==> src/rtl/button_conditioner_pkg.sv <==
// -----------------------------------------------------------------------------
// button_conditioner_pkg
//   Shared definitions for the push-button front end:
//   - channel indices of the four board buttons (Up, Down, TC, Lp)
//   - state encoding of the per-channel auto-repeat FSM
//   - helper that builds the default auto-repeat mask (Up and Down repeat)
// -----------------------------------------------------------------------------
package button_conditioner_pkg;

  localparam int BTN_UP        = 0;
  localparam int BTN_DOWN      = 1;
  localparam int BTN_TC        = 2;
  localparam int BTN_LP        = 3;
  localparam int N_BTN_DEFAULT = 4;

  // Auto-repeat FSM state. IDLE covers both "not pressed" and
  // "repeat disabled for this channel".
  typedef enum logic [1:0] {
    REP_IDLE   = 2'd0,
    REP_WAIT   = 2'd1,
    REP_REPEAT = 2'd2
  } rep_state_e;

  // Only the tone-stepping keys repeat; mode keys (TC, Lp) fire once per press.
  function automatic logic [N_BTN_DEFAULT-1:0] default_rep_mask();
    logic [N_BTN_DEFAULT-1:0] m;
    m           = '0;
    m[BTN_UP]   = 1'b1;
    m[BTN_DOWN] = 1'b1;
    m[BTN_TC]   = 1'b0;
    m[BTN_LP]   = 1'b0;
    return m;
  endfunction

endpackage

==> src/rtl/debounce_channel.sv <==
// -----------------------------------------------------------------------------
// debounce_channel
//   One button channel: 2-FF synchroniser, counter-based debounce, registered
//   press/release edge pulses and an optional auto-repeat FSM.
//
//   Ports:
//     clk_i      system clock, rising edge
//     rst_n_i    asynchronous active-low reset
//     btn_raw_i  raw pad level, 1 = pressed (only the synchroniser reads it)
//     level_o    debounced level
//     pulse_o    1-cycle pulse on accepted press and on each auto-repeat
//     rel_o      1-cycle pulse on accepted release
//     state_o    auto-repeat FSM state (debug visibility)
//
//   Handshake: none; all outputs are plain registered levels/pulses, valid
//   every cycle, with no backpressure.
// -----------------------------------------------------------------------------
module debounce_channel
  import button_conditioner_pkg::*;
#(
  parameter int DEB_CYCLES = 500000,
  parameter int DEB_W      = 20,
  parameter int REP_DELAY  = 25000000,
  parameter int REP_PERIOD = 5000000,
  parameter int REP_W      = 25,
  parameter bit REP_EN     = 1'b1
) (
  input  logic       clk_i,
  input  logic       rst_n_i,
  input  logic       btn_raw_i,
  output logic       level_o,
  output logic       pulse_o,
  output logic       rel_o,
  output rep_state_e state_o
);

  localparam logic [DEB_W-1:0] DEB_TC    = DEB_W'(DEB_CYCLES - 1);
  localparam logic [REP_W-1:0] DELAY_TC  = REP_W'(REP_DELAY - 1);
  localparam logic [REP_W-1:0] PERIOD_TC = REP_W'(REP_PERIOD - 1);

  logic [1:0]       sync_q;
  logic             s;
  logic [DEB_W-1:0] dc_q, dc_d;
  logic             level_q, level_d;
  logic             pulse_q, pulse_d;
  logic             rel_q, rel_d;
  logic             differs, deb_done, accept_press, accept_release;
  rep_state_e       state_q;
  logic [REP_W-1:0] rc_q;
  logic             rep_fire;

  assign s = sync_q[1];

  always_comb begin
    differs        = s ^ level_q;
    // Terminal-count compare comes first so dc never wraps.
    deb_done       = differs && (dc_q == DEB_TC);
    accept_press   = deb_done && s;
    accept_release = deb_done && !s;

    dc_d = '0;
    if (differs && !deb_done) begin
      dc_d = dc_q + 1'b1;
    end
    level_d = deb_done ? s : level_q;

    // A release accepted in the same cycle as a terminal count suppresses
    // the repeat pulse.
    rep_fire = 1'b0;
    if (!accept_release) begin
      if ((state_q == REP_WAIT) && (rc_q == DELAY_TC)) begin
        rep_fire = 1'b1;
      end
      if ((state_q == REP_REPEAT) && (rc_q == PERIOD_TC)) begin
        rep_fire = 1'b1;
      end
    end

    pulse_d = accept_press | rep_fire;
    rel_d   = accept_release;
  end

  always_ff @(posedge clk_i or negedge rst_n_i) begin
    if (!rst_n_i) begin
      sync_q  <= '0;
      dc_q    <= '0;
      level_q <= 1'b0;
      pulse_q <= 1'b0;
      rel_q   <= 1'b0;
    end else begin
      sync_q  <= {sync_q[0], btn_raw_i};
      dc_q    <= dc_d;
      level_q <= level_d;
      pulse_q <= pulse_d;
      rel_q   <= rel_d;
    end
  end

  generate
    if (REP_EN) begin : g_rep
      // Auto-repeat: WAIT counts the initial hold delay, REPEAT the period.
      always_ff @(posedge clk_i or negedge rst_n_i) begin
        if (!rst_n_i) begin
          state_q <= REP_IDLE;
          rc_q    <= '0;
        end else begin
          case (state_q)
            REP_IDLE: begin
              rc_q <= '0;
              if (accept_press) begin
                state_q <= REP_WAIT;
              end
            end
            REP_WAIT: begin
              if (accept_release || !level_q) begin
                state_q <= REP_IDLE;
                rc_q    <= '0;
              end else if (rc_q == DELAY_TC) begin
                state_q <= REP_REPEAT;
                rc_q    <= '0;
              end else begin
                rc_q <= rc_q + 1'b1;
              end
            end
            REP_REPEAT: begin
              if (accept_release || !level_q) begin
                state_q <= REP_IDLE;
                rc_q    <= '0;
              end else if (rc_q == PERIOD_TC) begin
                rc_q <= '0;
              end else begin
                rc_q <= rc_q + 1'b1;
              end
            end
            default: begin
              state_q <= REP_IDLE;
              rc_q    <= '0;
            end
          endcase
        end
      end
    end else begin : g_norep
      // Non-repeating channel: FSM parked in IDLE, counter held at zero.
      assign state_q = REP_IDLE;
      assign rc_q    = '0;
    end
  endgenerate

  assign level_o = level_q;
  assign pulse_o = pulse_q;
  assign rel_o   = rel_q;
  assign state_o = state_q;

endmodule

==> src/rtl/button_conditioner.sv <==
// -----------------------------------------------------------------------------
// button_conditioner
//   Push-button front end for the chroma control stage. Every raw pad input is
//   synchronised, debounced and edge-detected; Up and Down also auto-repeat
//   while held so a held key steps the tone continuously.
//
//   Ports:
//     Clk            system clock, rising edge
//     reset          asynchronous active-low reset
//     btn_raw        raw pad levels, 1 = pressed; [0]Up [1]Down [2]TC [3]Lp
//     btn_level      debounced level per channel
//     btn_pulse      1-cycle pulse on accepted press and on each auto-repeat
//     btn_rel        1-cycle pulse on accepted release
//     dbg_rep_state  per-channel auto-repeat FSM state, 2 bits per channel
//
//   Channels are fully independent; no cross-channel logic exists here.
// -----------------------------------------------------------------------------
module button_conditioner
  import button_conditioner_pkg::*;
#(
  parameter int               N_BTN      = N_BTN_DEFAULT,
  parameter int               DEB_CYCLES = 500000,
  parameter int               DEB_W      = 20,
  parameter int               REP_DELAY  = 25000000,
  parameter int               REP_PERIOD = 5000000,
  parameter int               REP_W      = 25,
  parameter logic [N_BTN-1:0] REP_MASK   = N_BTN'(default_rep_mask())
) (
  input  logic               Clk,
  input  logic               reset,
  input  logic [N_BTN-1:0]   btn_raw,
  output logic [N_BTN-1:0]   btn_level,
  output logic [N_BTN-1:0]   btn_pulse,
  output logic [N_BTN-1:0]   btn_rel,
  output logic [2*N_BTN-1:0] dbg_rep_state
);

  for (genvar i = 0; i < N_BTN; i++) begin : g_ch
    rep_state_e st;

    debounce_channel #(
      .DEB_CYCLES (DEB_CYCLES),
      .DEB_W      (DEB_W),
      .REP_DELAY  (REP_DELAY),
      .REP_PERIOD (REP_PERIOD),
      .REP_W      (REP_W),
      .REP_EN     (REP_MASK[i])
    ) u_ch (
      .clk_i     (Clk),
      .rst_n_i   (reset),
      .btn_raw_i (btn_raw[i]),
      .level_o   (btn_level[i]),
      .pulse_o   (btn_pulse[i]),
      .rel_o     (btn_rel[i]),
      .state_o   (st)
    );

    assign dbg_rep_state[2*i +: 2] = st;
  end

endmodule

==> config.mk <==
export PLATFORM = sky130hd
export DESIGN_NAME = button_conditioner
export DESIGN_NICKNAME = d
export VERILOG_FILES = /design/src/rtl/button_conditioner_pkg.sv /design/src/rtl/debounce_channel.sv /design/src/rtl/button_conditioner.sv
export SDC_FILE = /design/constraint.sdc
export NUM_CORES = 1
export LEC_CHECK = 0
export CAP_MARGIN = 20
export CORE_MARGIN = 1.5
export CORE_UTILIZATION = 25
export CTS_BUF_LIST = sky130_fd_sc_hd__clkbuf_8
export CTS_CLUSTER_SIZE = 28
export DETAILED_ROUTE_END_ITERATION = 8
export GPL_ROUTABILITY_DRIVEN = 0
export HOLD_SLACK_MARGIN = 0.1
export SLEW_MARGIN = 20
export SYNTH_ARGS = -nofsm -noshare
export SYNTH_HDL_FRONTEND = slang
export SYNTH_SLANG_ARGS = --single-unit
==> constraint.sdc <==
create_clock -name Clk -period 3.93 [get_ports Clk]
set_input_delay 0.786 -clock Clk [delete_from_list [all_inputs] [get_ports Clk]]
set_output_delay 0.786 -clock Clk [all_outputs]
set_load 0.1 [all_outputs]
---- Word-level counts from Yosys, hierarchy flattened ----
Cells that the tools add are included.
storage, ports and cells
  flip-flop bits (word level) ............. 154
  input bits .............................. 6
  output and inout bits ................... 20
  logic and storage cells ................. 120
operators by class
  $add $sub $neg .......................... 6
  bitwise logic cells ..................... 6
  equality and inequality tests ........... 18
  mux-type cells .......................... 30
  reduce and logical (&&, ||, !) cells .... 36
operator list
  operator                 count
  $mux W25                 8
  $pmux W25 S2             2
  $add A20 B1 Y20 const B  4
  $eq A20 B19 Y1 const B   4
  $mux W20                 4
  $add A25 B1 Y25 const B  2
  $eq A25 B23 Y1 const B   2
  $eq A25 B25 Y1 const B   2
  $logic_and A1 B1 Y1      20
  $mux W2                  8
  $pmux W2 S3              2
  $logic_not A1 Y1         10
  $mux W1                  6
  $ne A3 B3 Y1 const B     2
  $reduce_and A3 Y1        2
  $eq A2 B1 Y1 const B     2
  $eq A2 B2 Y1 const B     2
  $logic_not A2 Y1         2
  $ne A2 B1 Y1 const B     2
  $ne A2 B2 Y1 const B     2
  $xor A1 B1 Y1            4
  $logic_or A1 B1 Y1       2
  $or A1 B1 Y1             2

---- Depth between registers and ports, before layout ----
Gate-level depths: netlist (run 1).
  depth in word-level cells ............... 6
  depth in mapped cells ................... 8
  depth with buffers taken out ............ 6

---- Modules after synthesis ----
Synthesis (run 1) repeated with hierarchy kept, for this count alone.
second synthesis, totals
  cell total of the unflattened synthesis .. 786
  area, all modules ....................... 7806.2 sq um
by module, submodules not included
  module                                times used  seq. area each (sq um)  cells an instance  area each (sq um)
  debounce_channel at g_ch[1].u_ch      1           1301.2                  275                2695.1
  debounce_channel at g_ch[0].u_ch      1           1301.2                  271                2648.8
  debounce_channel at g_ch[2].u_ch ...  2           625.6                   120                1231.2

---- Least setup slack after synthesis (run 1) ----
OpenSTA, ideal clock, no wires.
  path kind ............................... reg2reg
  from .................................... register g_ch[0].u_ch.state_q[0]
  to ...................................... register g_ch[0].u_ch.state_q[0]
  slack ................................... 1520 ps
  period minus slack after synthesis ...... 2410 ps
  stages on the path, launching flop included .. 7
  library setup time ...................... 126 ps
  data required time ...................... 3804 ps
  data arrival time ....................... 2284 ps
  buffers on the path ..................... 0
  cells stage by stage .................... dfrtp_1 -> inv_1 -> ha_1 -> or2_2 -> a211oi_1 -> o22ai_1 -> mux2_2
between the ends
  cells in the longest elaborated chain, start to end .. 3
  elaborated cells between the ends (all ways) .. 8
  those cells by class .................... 5 x eq/ne; 1 x mux; 2 x reduce/logical
RTL lines
  item                                            line                     RTL
  start, declared                                 debounce_channel.sv:48   rep_state_e state_q;
  start signal, assigned                          debounce_channel.sv:104  state_q <= REP_IDLE;
  start signal, assigned                          debounce_channel.sv:111  state_q <= REP_WAIT;
  start signal, assigned                          debounce_channel.sv:116  state_q <= REP_IDLE;
  $eq A2 B1 Y1 (tied with other cells)            debounce_channel.sv:107  case (state_q)
  $ne A3 B3 Y1 (no line) (tied with other cells)  -
  $reduce_and A3 Y1 (no line)                     -
Parallel ways exist; a longest one is shown, timed or not.
A chain may end at the register's enable or synchronous reset.

---- Worst setup path after layout (run 1) ----
  from .................................... register g_ch[0].u_ch.level_q
  to ...................................... output btn_level[0]
RTL lines
  item                    line                      RTL
  start, declared         debounce_channel.sv:44    logic level_q, level_d;
  start signal, assigned  debounce_channel.sv:93    level_q <= level_d;
  end, declared           button_conditioner.sv:32  output logic [N_BTN-1:0] btn_level,
No word-level cell between the ends.

==> results.cfg, run 1 <==
[sta]
fin_crit_ns = 2.97
worstMarginPinSlew_ns = 0.976
fin_tns_setup_ns = 0
finalCritPeriodShare = 0.755
slew_violations = 0
slew_headroom = 0.343
grt_setup_unrepaired = no
finalSetupViolations = 0
hold_violations = 0
fmax_mhz = 337
finClkSkew_ns = 0.0133

[grt]
grt_start_max_net_pins = 91
grt_pass1_wl_um = 24600
overflow = 0
first_global_vias = 5198
antenna_found_initial = 0
grt_usage = 0.0957

[min_path]
hold_start = g_ch[0].u_ch.sync_q[0]
hp-class = reg2reg

[synthesis]
synth.most_common_cell = nor2_1
synth_cells = 783
yosys.area.top_type = dfrtp_1
synth_area_per_cell_um2 = 9.81
ys_ff_latch = 154
synth_edf_count = 0
synth_area_leaders = dfrtp_1, nor2_1, xor2_1, xnor2_1, nand3_1
synth_ff_type = dfrtp_1
netlist_area_um2 = 7680
seq_area_frac_synth = 0.502
yosys.cell_types.count = 51
synthTopCellsByCount = nor2_1, dfrtp_1, xor2_1, xnor2_1, nand2_1
synth_top_area_share = 0.502
synth-async-reset-ratio = 1.00
ys_warn_count = 0

[power]
combPwrFrac = 0.032
p_int_mw = 2.10
pwr-share-clk = 0.401
p_leak_nw = 3.29
peakVddDrop_v = 0.000182
p_per_area_nw_per_um2 = 332
switching_share = 0.260
p_seq_frac = 0.567
p_switching_mw = 0.738

[clock_network]
cts_root_buf = clkbuf_8
cts_hold_repair.buffers = 0
clock_path_buffers = 2
clkLatencyLatePin_ns = 0.46
postCtsResizedCells = 0
post-cts-setup-buffer-count = 0
clock_sink_count = 154
cts_buffers = 17
clkSlewWorstSetupHoldPaths_ns = 0.09
cts_tree = built
h-tree-depth = 4

[critical_path]
crit_path_end = btn_level[0]
crit_required_ns = 3.14
r2r-start = g_ch[0].u_ch.rc_q[18]
crit_chain = clkdlybuf4s50_1
critPathMaxStageDelay_ns = 1.20
regToRegSetupSlack_ns = 1.52
critPathSlowestCell = clkdlybuf4s50_1
startpoint = g_ch[0].u_ch.level_o
critical_path.max_fanout = 9
crit_buf_inv = 1
r2r_end = g_ch[0].u_ch.rc_q[15]
crit_arrival_ns = 2.18
cp-end-kind = output port
cp_top_family = buffers and inverters
cp-start-kind = register
worstSetupPathType = reg2out
reg2reg_depth = 5
cp.depth = 1

[place]
port_buffers = 21
hpwl_um = 8830
placed_cells = 1167

[route]
wl_met3_um = 381
routed_wl_um = 13700
dr_wl_met2_um = 6060
route.detailed.drc = 0
vias = 5304
drt-met1-wl_um = 7060
top_layer = met4
drt-initial-drc-count = 178
viasPerCell = 4.42
first_pass_iters = 4
postRouteAntennaNets = 0
wl_per_cell_um = 11.4

[layout]
regArea_um2 = 3850
multiInputGateArea_um2 = 3520
nFillCells = 3161
finalNonFillerCells = 1199
post-route-util = 0.282
antenna_cells = 0
area_growth_pct = 11.5
drive_gt1_frac = 0.0660
nets = 808

[floorplanning]
die_area_um2 = 31800
initial_core_util = 0.252
num_rows = 64
die-width_um = 178
io_pins = 26
core_area_um2 = 30400
chipHeight_um = 178

[status]
status = finished, final reports clean

[flow_run]
drv_cap = 0
-- metal layers --
metal,up-vias,GRT usage
met5,-,0
met4,0,0.0344
met3,12,0.0279
met2,49,0.144
met1,2559,0.130
li1,2684,-
-- worst min-delay path by stage --
stage | endpoint | slack (ns) | depth (start not counted)
detailed placement | g_ch[0].u_ch.sync_q[1] | 0.34 | 0
finish | g_ch[0].u_ch.sync_q[1] | 0.36 | 0
global route | g_ch[3].u_ch.sync_q[1] | 0.38 | 0
global placement | g_ch[3].u_ch.sync_q[1] | 0.33 | 0
floorplan | g_ch[0].u_ch.sync_q[1] | 0.33 | 0
CTS | g_ch[0].u_ch.sync_q[1] | 0.36 | 0
-- flip-flops by register name, indices dropped and copies added (netlist names) --
register,cells
g_ch.u_ch.dc_q,80
g_ch.u_ch.level_o,4
g_ch.u_ch.pulse_o,4
g_ch.u_ch.rc_q,50
g_ch.u_ch.rel_o,4
g_ch.u_ch.state_o,4
g_ch.u_ch.sync_q,8
-- cell families (layout without fill, tap and decap cells) --
family | after synthesis | count (layout) | synth area share
compound gates | 38 | 38 | 0.0349
other cells | 1 | 4 | 0.000488
simple gates | 397 | 397 | 0.261
fa+ha+maj | 12 | 12 | 0.0195
xor+xnor | 117 | 117 | 0.133
mux | 5 | 5 | 0.00733
buf+inv | 59 | 76 | 0.0414
flops | 154 | 154 | 0.502
-- power groups by stage --
stage / logic [mW] / registers (mW) / clock network, mW
after global routing: 0.105 / 1.62 / 1.27
after floorplan: 0.0521 / 1.64 / 0
after detailed placement: 0.0946 / 1.64 / 0
after CTS: 0.0951 / 1.61 / 1.21
final: 0.0907 / 1.61 / 1.14
after global placement: 0.0945 / 1.64 / 0
-- stage by stage --
step           area, um2  hold WS, ns  worst slack (ns)  power (mW)
2_1_floorplan       7690        0.331              1.52        1.69
3_3_place_gp        8190        0.334              1.46        1.74
3_5_place_dp        8190        0.337              1.44        1.74
4_1_cts             8570        0.359             0.902        2.91
5_1_grt             8570        0.377             0.856        2.99
6_report            8570        0.356             0.962        2.84
-- placed cells by master, fill, tap and decap left out, types with 3 or more instances in the layout --
master | netlist | routed
or2_2 | 3 | 3
inv_1 | 20 | 20
xnor2_1 | 52 | 52
nor3_1 | 24 | 24
conb_1 | 1 | 4
clkinvlp_4 | 0 | 5
and4_1 | 11 | 11
nor4bb_1 | 3 | 3
nand2_1 | 50 | 50
xor2_1 | 65 | 65
a21oi_1 | 5 | 5
and3_1 | 12 | 12
dfrtp_1 | 154 | 154
inv_6 | 0 | 3
nor4b_1 | 9 | 9
or3_1 | 5 | 5
clkdlybuf4s50_1 | 0 | 20
nand4_1 | 34 | 34
clkinv_4 | 0 | 3
nand3_1 | 49 | 49
a211oi_1 | 3 | 3
clkbuf_8 | 0 | 19
ha_1 | 12 | 12
nor2_1 | 155 | 155
nor4_1 | 15 | 15
nand2b_1 | 5 | 5
and2_1 | 4 | 4
mux2_2 | 5 | 5
o21ai_0 | 12 | 10
nor3b_1 | 6 | 6
o22ai_1 | 3 | 3
-- area by class of cell --
cell class                      instances  share of cell area
Timing Repair Buffer                   24              0.0288
Tap cell                              396              0.0578
Clock inverter                         13              0.0131
Sequential cell                       154               0.450
Inverter                               20             0.00876
Multi-Input combinational cell        573               0.411
Clock buffer                           19              0.0305
Note: power is estimated with default switching activity, not from simulation.
==> run 2: changes to the inputs <==
Clock period 3.93 ns to 2.7 ns, I/O delays scaled along.
==> results.cfg, run 2 (same netlist as run 1, synthesis figures left out) <==
[grt]
first_global_vias = 5178
overflow = 0
grt_use_met1 = 0.121
antenna_found_initial = 0
use_met2 = 0.147
grt_start_max_net_pins = 53
grt_pass1_wl_um = 23800
top_usage_layer = met2
grt_usage = 0.0925
met3_usage = 0.0207

[floorplanning]
chipHeight_um = 178
die-width_um = 178
io_pins = 26
num_rows = 64
initial_core_util = 0.252
core_area_um2 = 30400
die_area_um2 = 31800

[critical_path]
worstSetupPathType = reg2reg
critical_path.max_fanout = 16
cp-end-kind = register
critPathSlowestCell = nor4b_1
crit_required_ns = 3.03
cp-start-kind = register
crit_chain = and4_1, nor4b_1, a31oi_1, o2111ai_4, buf_12, nor2_1
crit_arrival_ns = 2.50
critPathMaxStageDelay_ns = 0.49

[power]
switching_share = 0.238
p_leak_nw = 3.41
finalPower_mw = 4.22
p_per_area_nw_per_um2 = 487
p_seq_frac = 0.556
p_switching_mw = 1.00
p_int_mw = 3.21
pwr-share-clk = 0.411
combPwrFrac = 0.033
peakVddDrop_v = 0.000282

[clock_network]
clkSlewWorstSetupHoldPaths_ns = 0.09
cts_tree = built
cts_root_buf = clkbuf_8
clkLatencyLatePin_ns = 0.44
cts_buffers = 17
clock_path_buffers = 2
h-tree-depth = 4
clock_sink_count = 154
postCtsResizedCells = 0

[sta]
grt_setup_unrepaired = no
fmax_mhz = 460
fin_tns_setup_ns = 0
slew_headroom = 0.625
finalSetupViolations = 0
slew_violations = 0
finClkSkew_ns = 0.0166
fin_crit_ns = 2.17
finalCritPeriodShare = 0.805
hold_violations = 0
worstMarginPinSlew_ns = 0.555

[layout]
drive_gt1_frac = 0.0935
largest_register_ffs = 80
layout_common_cells = nor2_1, dfrtp_1, xor2_1
nFillCells = 3201
largestRegisters = g_ch.u_ch.dc_q x80, g_ch.u_ch.rc_q x50, g_ch.u_ch.sync_q x8
multiInputGateArea_um2 = 3520
antenna_cells = 0
regArea_um2 = 3850
layout_commonest_cell = nor2_1
area_growth_pct = 12.6
largest_register = g_ch.u_ch.dc_q
nets = 818

[place]
hpwl_um = 9110
port_buffers = 21

[route]
route.detailed.drc = 0
routed_wl_um = 13600
drt-initial-drc-count = 378
wl_per_cell_um = 11.3
postRouteAntennaNets = 0
first_pass_iters = 4
vias = 5294
viasPerCell = 4.38

[min_path]
hp-class = reg2reg

[flow_run]
drv_cap = 0

[status]
status = finished, final reports clean
[run 2: power by group through the flow]
| stage | Clock, mW | Sequential, mW | Combinational, mW |
|---|---|---|---|
| after floorplan | 0 | 2.39 | 0.0759 |
| after global placement | 0 | 2.39 | 0.142 |
| after detailed placement | 0 | 2.39 | 0.143 |
| after CTS | 1.82 | 2.35 | 0.144 |
| after global routing | 1.92 | 2.35 | 0.160 |
| final | 1.73 | 2.35 | 0.138 |
[run 2: worst max-delay path, delay by kind of cell, from the launching register on]
family,cells,cell delay (ns)
flip-flops,1,0.43
AO/OA/AOI/OAI,2,0.62
AND/OR/NAND/NOR,3,0.81
buffers and inverters,1,0.19
[run 2: cell type report]
class,instances,share of cell area
Inverter,20,0.00868
Tap cell,396,0.0573
Clock buffer,18,0.0286
Sequential cell,154,0.445
Multi-Input combinational cell,573,0.407
Timing Repair Buffer,34,0.0357
Clock inverter,14,0.0171
[run 2: final timing paths]
kind	depth (start not counted)	endpoint	slack, ns	start
min reg2reg	0	g_ch[1].u_ch.sync_q[1]	0.35	g_ch[1].u_ch.sync_q[0]
max reg2reg	6	g_ch[0].u_ch.rc_q[10]	0.53	g_ch[0].u_ch.rc_q[18]
max in group asynchronous	3	g_ch[1].u_ch.state_o[1]	1.42	reset
min	0	g_ch[1].u_ch.sync_q[1]	0.35	g_ch[1].u_ch.sync_q[0]
max	6	g_ch[0].u_ch.rc_q[10]	0.53	g_ch[0].u_ch.rc_q[18]
min in group asynchronous	2	g_ch[3].u_ch.dc_q[4]	0.60	reset
[run 2: timing repair]
action / in CTS / in global routing
hold endpoints to repair: 46 / 0
setup buffers: 0 / 0
hold buffers: 1 / 0
[run 2: metrics by stage]
step | setup slack [ns] | util | cells | hold WS, ns | area (um2)
global placement | 0.581 | 0.271 | 1176 | 0.333 | 8250
detailed placement | 0.535 | 0.271 | 1176 | 0.335 | 8250
CTS | 0.521 | 0.284 | 1209 | 0.356 | 8650
global route | 0.324 | 0.284 | 1209 | 0.362 | 8650
floorplan | 0.290 | - | 786 | 0.244 | 7690
finish | 0.527 | 0.284 | 1209 | 0.355 | 8650
[run 2: metal layers]
metal	wire length, um	part of all wire
met3	354	0.026
met4	193	0.014
met5	0	0
met2	6270	0.46
met1	6800	0.50
==> run 3: changes to the inputs <==
Clock period 2.7 ns to 2.18 ns, I/O delays scaled along.
==> results.cfg, run 3 (same netlist as run 1, synthesis figures left out) <==
[route]
viasPerCell = 4.43
route.detailed.drc = 0
routed_wl_um = 14000
postRouteAntennaNets = 0
vias = 5400
first_pass_iters = 4
drt-initial-drc-count = 426
wl_per_cell_um = 11.5

[sta]
finClkSkew_ns = 0.0164
hold_violations = 0
finalCritPeriodShare = 0.939
fin_tns_setup_ns = 0
finalSetupViolations = 0
fin_crit_ns = 2.05
slew_headroom = 0.664
grt_setup_unrepaired = no
slew_violations = 0
worstMarginPinSlew_ns = 0.497
fmax_mhz = 489

[clock_network]
post-cts-setup-buffer-count = 0
cts_root_buf = clkbuf_8
cts_tree = built
clock_sink_count = 154
cts_buffers = 17
clock_path_buffers = 2
h-tree-depth = 4
clkSlewWorstSetupHoldPaths_ns = 0.09
clkLatencyLatePin_ns = 0.45

[layout]
nets = 829
largest_register_ffs = 80
largest_register = g_ch.u_ch.dc_q
drive_gt1_frac = 0.113
area_growth_pct = 14.8
layout_common_cells = nor2_1, dfrtp_1, xor2_1
layout_commonest_cell = nor2_1
fin_area_um2 = 8820
largestRegisters = g_ch.u_ch.dc_q x80, g_ch.u_ch.rc_q x50, g_ch.u_ch.sync_q x8
antenna_cells = 0

[grt]
overflow = 0
grt_pass1_wl_um = 24400
antenna_found_initial = 0
grt_start_max_net_pins = 52
first_global_vias = 5231
grt_usage = 0.0949

[critical_path]
worstSetupPathType = reg2reg
crit_required_ns = 2.52
cp-start-kind = register
critical_path.max_fanout = 9
crit_arrival_ns = 2.39
cp-end-kind = register

[power]
switching_share = 0.242
p_int_mw = 4.12
peakVddDrop_v = 0.000312
p_per_area_nw_per_um2 = 616
p_switching_mw = 1.31
combPwrFrac = 0.034
p_seq_frac = 0.535
pwr-share-clk = 0.431
p_leak_nw = 3.48

[place]
port_buffers = 21
hpwl_um = 9240
dpl_cell_area_um2 = 8380

[status]
status = finished, final reports clean

[floorplanning]
initial_core_util = 0.252
chipHeight_um = 178
die-width_um = 178
die_area_um2 = 31800
num_rows = 64
io_pins = 26
core_area_um2 = 30400

[flow_run]
drv_cap = 0

[min_path]
hp-class = reg2reg
## run 3: power groups by stage
stage | Sequential (mW) | Combinational (mW) | Clock, mW
after floorplan | 2.96 | 0.0940 | 0
after global routing | 2.91 | 0.211 | 2.56
after CTS | 2.91 | 0.189 | 2.44
after global placement | 2.96 | 0.186 | 0
after detailed placement | 2.96 | 0.188 | 0
final | 2.91 | 0.184 | 2.34
## run 3: metal layers
metal / part of all wire / up-vias / global-route usage
met2: 0.46 / 69 / 0.154
met1: 0.50 / 2591 / 0.122
met5: 0 / - / 0
met3: 0.029 / 12 / 0.0245
li1: - / 2728 / -
met4: 0.013 / 0 / 0.0319
## run 3: path summary, 6_finish.rpt
path	from	endpoint	slack (ns)	cells past startpoint
min in group asynchronous	reset	g_ch[2].u_ch.rel_o	0.48	2
max in group asynchronous	reset	g_ch[1].u_ch.state_o[1]	1.05	3
hold / removal	g_ch[0].u_ch.sync_q[0]	g_ch[0].u_ch.sync_q[1]	0.36	0
hold reg to reg	g_ch[0].u_ch.sync_q[0]	g_ch[0].u_ch.sync_q[1]	0.36	0
setup reg to reg	g_ch[2].u_ch.dc_q[0]	g_ch[2].u_ch.dc_q[19]	0.13	6
setup / recovery	g_ch[2].u_ch.dc_q[0]	g_ch[2].u_ch.dc_q[19]	0.13	6
## run 3: metrics by stage
step	total power, mW	instances	utilization	setup WS (ns)	hold WS, ns
after floorplan	3.05	786	-	0.0726	0.140
after CTS	5.53	1219	0.290	0.131	0.359
after global placement	3.15	1186	0.275	0.163	0.333
after global routing	5.68	1220	0.290	0.00723	0.369
after detailed placement	3.15	1186	0.275	0.111	0.339
final	5.43	1220	0.290	0.134	0.356
## run 3: what timing repair did
item | CTS | global route
endpoints found under the hold margin | 44 | 0
gates resized for setup | 0 | 2
hold buffers | 1 | 0
endpoints found under the setup margin | 0 | 5
## run 3: cell type report
class / instances / area [um2]
Fill cell: 3141 / 21600
Inverter: 20 / 75.1
Tap cell: 396 / 495
Multi-Input combinational cell: 574 / 3530
Sequential cell: 154 / 3860
Timing Repair Buffer: 44 / 434
Clock inverter: 14 / 180
Clock buffer: 18 / 248
## run 3: worst max-delay path, cell delays in order, from the launching register on
cell	delay (ns)
dfrtp_1	0.40
ha_1	0.23
nand4_1	0.13
or4_1	0.40
or3_1	0.45
nand2_2	0.24
nor2_1	0.08
